[src/rtl/icache_assoc.sv]
// Set-associative instruction cache: same-cycle hits, multi-word block refill FSM,
// true-LRU replacement, halt flush and saturating hit/miss counters.
module icache_assoc #(
  parameter int SETS     = 8,
  parameter int WAYS     = 2,
  parameter int BLKWORDS = 2
) (
  input  logic        CLK,
  input  logic        nRST,
  input  logic        imemREN,
  input  logic [31:0] imemaddr,
  input  logic        halt,
  output logic        ihit,
  output logic [31:0] imemload,
  output logic        iREN,
  output logic [31:0] iaddr,
  input  logic        iwait,
  input  logic [31:0] iload,
  output logic [31:0] hit_count,
  output logic [31:0] miss_count
);

  localparam int IW = $clog2(SETS);
  localparam int OB = $clog2(BLKWORDS);
  localparam int KW = (OB > 0) ? OB : 1;
  localparam int AW = (WAYS > 1) ? $clog2(WAYS) : 1;
  localparam int LW = 30 - OB;
  localparam int TW = LW - IW;

  typedef enum logic {IDLE, FILL} state_t;

  state_t        state;
  logic [31:0]   data  [SETS][WAYS][BLKWORDS];
  logic [TW-1:0] tags  [SETS][WAYS];
  logic [WAYS-1:0] valid [SETS];
  logic [AW-1:0] age   [SETS][WAYS];
  logic [31:0]   fbuf  [BLKWORDS];
  logic [KW-1:0] k;
  logic [LW-1:0] mline;

  logic [LW-1:0] line;
  logic [IW-1:0] idx;
  logic [TW-1:0] tag;
  logic [KW-1:0] off;
  logic [IW-1:0] midx;
  logic [TW-1:0] mtag;
  logic          hit;
  logic [AW-1:0] hway;
  logic [AW-1:0] victim;
  logic          found;
  logic          fill_done;
  logic          touch_en;
  logic [IW-1:0] t_set;
  logic [AW-1:0] t_way;

  assign line = LW'(imemaddr >> (2 + OB));
  assign idx  = line[IW-1:0];
  assign tag  = line[LW-1:IW];
  assign off  = KW'((imemaddr >> 2) & 32'(BLKWORDS - 1));
  assign midx = mline[IW-1:0];
  assign mtag = mline[LW-1:IW];

  always_comb begin
    hit  = 1'b0;
    hway = '0;
    for (int w = 0; w < WAYS; w++) begin
      if (valid[idx][w] && tags[idx][w] == tag) begin
        hit  = 1'b1;
        hway = AW'(w);
      end
    end
  end

  // Prefer the lowest invalid way; only a fully valid set falls back to the oldest way.
  always_comb begin
    victim = '0;
    found  = 1'b0;
    for (int w = 0; w < WAYS; w++) begin
      if (!found && !valid[midx][w]) begin
        victim = AW'(w);
        found  = 1'b1;
      end
    end
    if (!found) begin
      for (int w = 0; w < WAYS; w++) begin
        if (age[midx][w] == AW'(WAYS - 1)) victim = AW'(w);
      end
    end
  end

  assign ihit      = (state == IDLE) && !halt && imemREN && hit;
  assign imemload  = ihit ? data[idx][hway][off] : '0;
  assign iREN      = (state == FILL);
  assign iaddr     = iREN ? ((32'(mline) << (OB + 2)) | (32'(k) << 2)) : '0;
  assign fill_done = (state == FILL) && !halt && !iwait && (k == KW'(BLKWORDS - 1));

  always_comb begin
    touch_en = ihit || fill_done;
    t_set    = fill_done ? midx : idx;
    t_way    = fill_done ? victim : hway;
  end

  always_ff @(posedge CLK) begin
    if (!nRST) begin
      state      <= IDLE;
      k          <= '0;
      mline      <= '0;
      hit_count  <= '0;
      miss_count <= '0;
      for (int s = 0; s < SETS; s++) begin
        valid[s] <= '0;
        // Ages start as a permutation so every set is a well-formed recency order.
        for (int w = 0; w < WAYS; w++) age[s][w] <= AW'(w);
      end
      for (int b = 0; b < BLKWORDS; b++) fbuf[b] <= '0;
    end else begin
      if (touch_en && WAYS > 1) begin
        for (int w = 0; w < WAYS; w++) begin
          if (AW'(w) == t_way)                   age[t_set][w] <= '0;
          else if (age[t_set][w] < age[t_set][t_way]) age[t_set][w] <= age[t_set][w] + AW'(1);
        end
      end
      case (state)
        IDLE: begin
          if (halt) begin
            for (int s = 0; s < SETS; s++) valid[s] <= '0;
          end else if (imemREN) begin
            if (hit) begin
              if (hit_count != '1) hit_count <= hit_count + 32'd1;
            end else begin
              mline <= line;
              k     <= '0;
              state <= FILL;
              if (miss_count != '1) miss_count <= miss_count + 32'd1;
            end
          end
        end
        FILL: begin
          if (halt) begin
            state <= IDLE;
          end else if (!iwait) begin
            fbuf[k] <= iload;
            if (fill_done) begin
              for (int b = 0; b < BLKWORDS; b++)
                data[midx][victim][b] <= (KW'(b) == k) ? iload : fbuf[b];
              tags[midx][victim]  <= mtag;
              valid[midx][victim] <= 1'b1;
              state               <= IDLE;
            end else begin
              k <= k + KW'(1);
            end
          end
        end
        default: state <= IDLE;
      endcase
    end
  end

endmodule
[config.mk]
export PLATFORM = sky130hd
export DESIGN_NAME = icache_assoc
export DESIGN_NICKNAME = d
export VERILOG_FILES = /design/src/rtl/icache_assoc.sv
export SDC_FILE = /design/constraint.sdc
export NUM_CORES = 2
export LEC_CHECK = 0
export CORE_MARGIN = 3
export CORE_UTILIZATION = 60
export CTS_BUF_LIST = sky130_fd_sc_hd__clkbuf_16
export CTS_CLUSTER_SIZE = 24
export DETAILED_ROUTE_END_ITERATION = 8
export PLACE_DENSITY = 0.82
export RECOVER_POWER = 25
export REMOVE_ABC_BUFFERS = 1
export SETUP_SLACK_MARGIN = 0.15
export SKIP_LAST_GASP = 1
export SLEW_MARGIN = 30
export SYNTH_ARGS = -nofsm -noshare
export SYNTH_HDL_FRONTEND = slang
export SYNTH_SLANG_ARGS = --single-unit
[constraint.sdc]
create_clock -name CLK -period 9.15 [get_ports CLK]
set_input_delay 1.83 -clock CLK [delete_from_list [all_inputs] [get_ports CLK]]
set_output_delay 1.83 -clock CLK [all_outputs]
set_load 0.03 [all_outputs]
==> key figures <==
Outcome
  – Status: complete, no violations

Synth
  – Yosys reg bits: approximately 1600
  – Sequential area share after synthesis: between 70% and 80%
  – Ys async rst share: 0%
  – Ys flop type: edfxtp_1
  – Area leader, netlist: edfxtp_1
  – YS warnings: 0
  – Synth top cells by count: 1519 x edfxtp_1, 483 x mux2i_1, 303 x mux4_2, 119 x nor2_1, 116 x clkbuf_1
  – Cell Area, Synth: ~0.066 mm2
  – Mean Syn Cell Area: 18.53 um2
  – Post-synth EDFFs: roughly 1500
  – Main combinational cell family by area after synthesis: multiplexers
  – Most frequent cell after synthesis: edfxtp_1
  – Yosys cell types: 74
  – Post-Synth XOR/XNOR Area: less than 1%
  – Synth area leaders: edfxtp_1 69%, mux4_2 10%, mux2i_1 7.3%
  – Cells after synthesis: roughly 3600
  – Compound-Gate Fraction of Synth Area: between 3 and 4%
  – Post-synthesis adder-cell area fraction: less than 1%
  – Multiplexer share of the synthesized area: around 18%
  – Yosys top cell area share: between 60 and 70%
  – Simple-Gate Fraction of Synth Area: between 4 and 5%

Global route
  – Vias in the first global route: around 37000
  – Tot GR Track Use: between 20% and 30%
  – Remaining Overflow, GRT: 0
  – Largest net degree at the start of global routing: ~110
  – Antenna violations before repair: 15
  – First-pass GRT wire length: roughly 240 mm

Pwr
  – PwrDens: 203.7 mW/mm2
  – Leakage: 26.00 nW
  – Worst IR drop on VDD: between 0.0002 and 0.00025 V

Critical path
  – WP data arrival: 6.70 ns
  – Internal reg-to-reg setup slack: approximately 4.1 ns
  – Critical setup path kind: input port to output pin
  – Worst r2r src: iREN
  – Max stage delay cell, worst path: nor2b_2
  – Crit path buffers/inverters: 5
  – CP delay by family, top: simple AND/OR/NAND/NOR gates
  – Critical path cell sequence: buf_8 -> nor2b_2 -> buf_4 -> a22oi_1 -> a21oi_1 -> o22ai_1 -> or4_1 -> nor4_2 -> o21ai_2 -> inv_2 -> and2_2 -> buf_12 -> a22o_1 -> buf_12
  – Crit Path Max Fanout: 70
  – R2R depth: 7
  – Worst path max stage delay: ~0.67 ns
  – Most used cell, CP: buf_12
  – Setup crit end kind: output pin
  – R2r endpoint: data[6][15]
  – WP data required: between 7 and 8 ns
  – Critical Path Source Type: input port

CTS
  – Inserted Clock Buffers: 159
  – Setup bufs post-CTS: 0
  – Clk_lat worst skew: about 0.77 ns
  – CTS tree: built
  – Cts hold-fix bufs: 0
  – Clk buf depth: 3
  – Resize count post-CTS: 0
  – Max H-tree Level: 4
  – CTS clk-pin slew, worst paths: 0.06 ns
  – CTS Sinks: 1634
  – Clock Root Buffer: clkbuf_16

Timing
  – Relative slew margins: a little under a third
  – Fmax: ~120 MHz
  – RSZ-0062 raised after global routing: no
  – Worst Clk Skew: between 0.03 and 0.04 ns
  – Period utilization: 93.17%
  – Hold Violations, Final: 0
  – Final setup viols: 0
  – Min cycle time layout: 8.525 ns
  – Slew Limit Fails: 0
  – Slew @ Worst Pin: 1.040 ns
  – Final hold slack: between 0.4 and 0.5 ns

Routing
  – Wire per inst: roughly 31 um
  – Drt drc: 0
  – Number of DRC markers in iteration 0: 4470
  – Routed vias/inst: between 6 and 7
  – Post-DRT Antenna Nets: 0
  – TritonRoute pass-1 iters: 6
  – WL final: ~170 mm
  – Via count: between 30000 and 40000

Placement
  – Final HPWL DP: 83.27 mm
  – Number of port buffers: 194
  – Final Wtd Congestion: around 0.89
  – DP Cell Count: between 5000 and 6000

Floorplanning
  – Die W: between 300 and 400 um
  – Die H: between 300 and 400 um
  – Num rows: 121
  – Core Area: 0.1093 mm2
  – Initial Utilization: roughly three fifths
  – Die area: 0.1146 mm2
  – Io pins: 199

Finish
  – Area growth syn-to-layout: 13.97%
  – Register Area: ~0.048 mm2
  – Share of cells above drive strength 1: 17.49%
  – Area of the multi-input gates: 0.01730 mm2
  – Finished Layout Cells: 5422
  – Fill cells: between 6000 and 7000
  – Layout net count: between 3000 and 4000

Worst hold path
  – Hold_sp: valid[4][0]
  – Hold Path Sink: valid[4][0]
  – Hold Path Stages: 2
  – Worst min-delay path class: flop to flop

Run
  – Max cap viols: 0
==> cells by family after synthesis <==
| logic type | count (synthesis) |
|---|---|
| and+or+nand+nor | 537 |
| adders and majority gates | 2 |
| muxes | 793 |
| buffers and inverters | 270 |
| AOI/OAI and AO/OA | 310 |
| DFF | 1634 |
| xor gates and xnor gates | 33 |
| other | 1 |
==> cell usage in the layout (no fill, tap or decap), types with 20 or more instances in the layout <==
cell type,n
edfxtp_1,1519
mux2i_1,483
mux4_2,303
clkbuf_16,166
clkdlybuf4s50_1,132
dfxtp_1,113
nor2_1,106
inv_1,94
and3_1,94
a21oi_1,77
nand2_1,75
buf_4,60
a22o_1,47
buf_12,46
a22oi_1,40
nand3_1,39
and2_1,38
nand2b_1,36
clkinv_1,31
clkinv_2,29
nor4_1,26
dlygate4sd3_1,26
o21ai_1,25
o21ai_0,20
==> worst max path at each step <==
stage	startpoint	endpoint	cells after the start
finish	imemaddr[4]	imemload[2]	14
global route	imemaddr[4]	imemload[2]	14
CTS	imemaddr[4]	imemload[2]	14
detailed placement	imemaddr[4]	imemload[2]	14
global placement	imemaddr[4]	imemload[0]	14
floorplan	imemaddr[3]	miss_count[11]	9
==> per-layer routing <==
layer | share of wire (%) | GRT usage [%] | routed length (um)
met1 | 35 | 37.52 | 58300
met2 | 51 | 48.41 | 84050
met3 | 9.9 | 5.061 | 16460
met4 | 4.2 | 13.22 | 7045
met5 | 0.021 | 0 | 35
==> stage by stage <==
step	TNS [ns]	cell area (um2)	total power, mW	setup WS (ns)	util (%)
2_1_floorplan	-223.65	65300	8.727	-1.542	-
3_3_place_gp	0	70300	9.002	0.8120	64.32
3_5_place_dp	0	70340	9.028	0.8179	64.35
4_1_cts	0	75520	15.43	0.7330	69.09
5_1_grt	0	75590	15.77	0.5888	69.15
6_report	0	75600	15.40	0.6247	69.16
==> flip-flops by register name, indices dropped and copies added (netlist names), named ones only <==
| register | count |
|---|---|
| iREN | 1 |
| valid | 16 |
| k | 1 |
| fbuf | 64 |
| hit_count | 32 |
| tags | 416 |
| age | 16 |
| miss_count | 32 |
| data | 1024 |
| mline | 29 |
==> layout make-up <==
class / instances / share of cell area, %
antenna: 12 / 0.03972
clock buffer: 166 / 5.495
clock inverter: 121 / 1.354
inverter: 65 / 0.3327
multi-input combinational: 1677 / 22.88
sequential: 1634 / 63.39
tap: 1476 / 2.443
timing repair buffer: 271 / 4.068
==> power by group <==
part,leakage [nW],total (mW),switching [mW],internal (mW)
logic,8.59,0.662,0.403,0.259
clock network,2.68,6.51,2.73,3.78
registers,14.7,8.22,0.0367,8.19
==> worst min-delay path, cell delays in order (launching register included) <==
cell and delay, ns:
dfxtp_1 0.32, nand2_1 0.06, nand2_1 0.04
No activity file was read; power rests on OpenSTA's default activity.
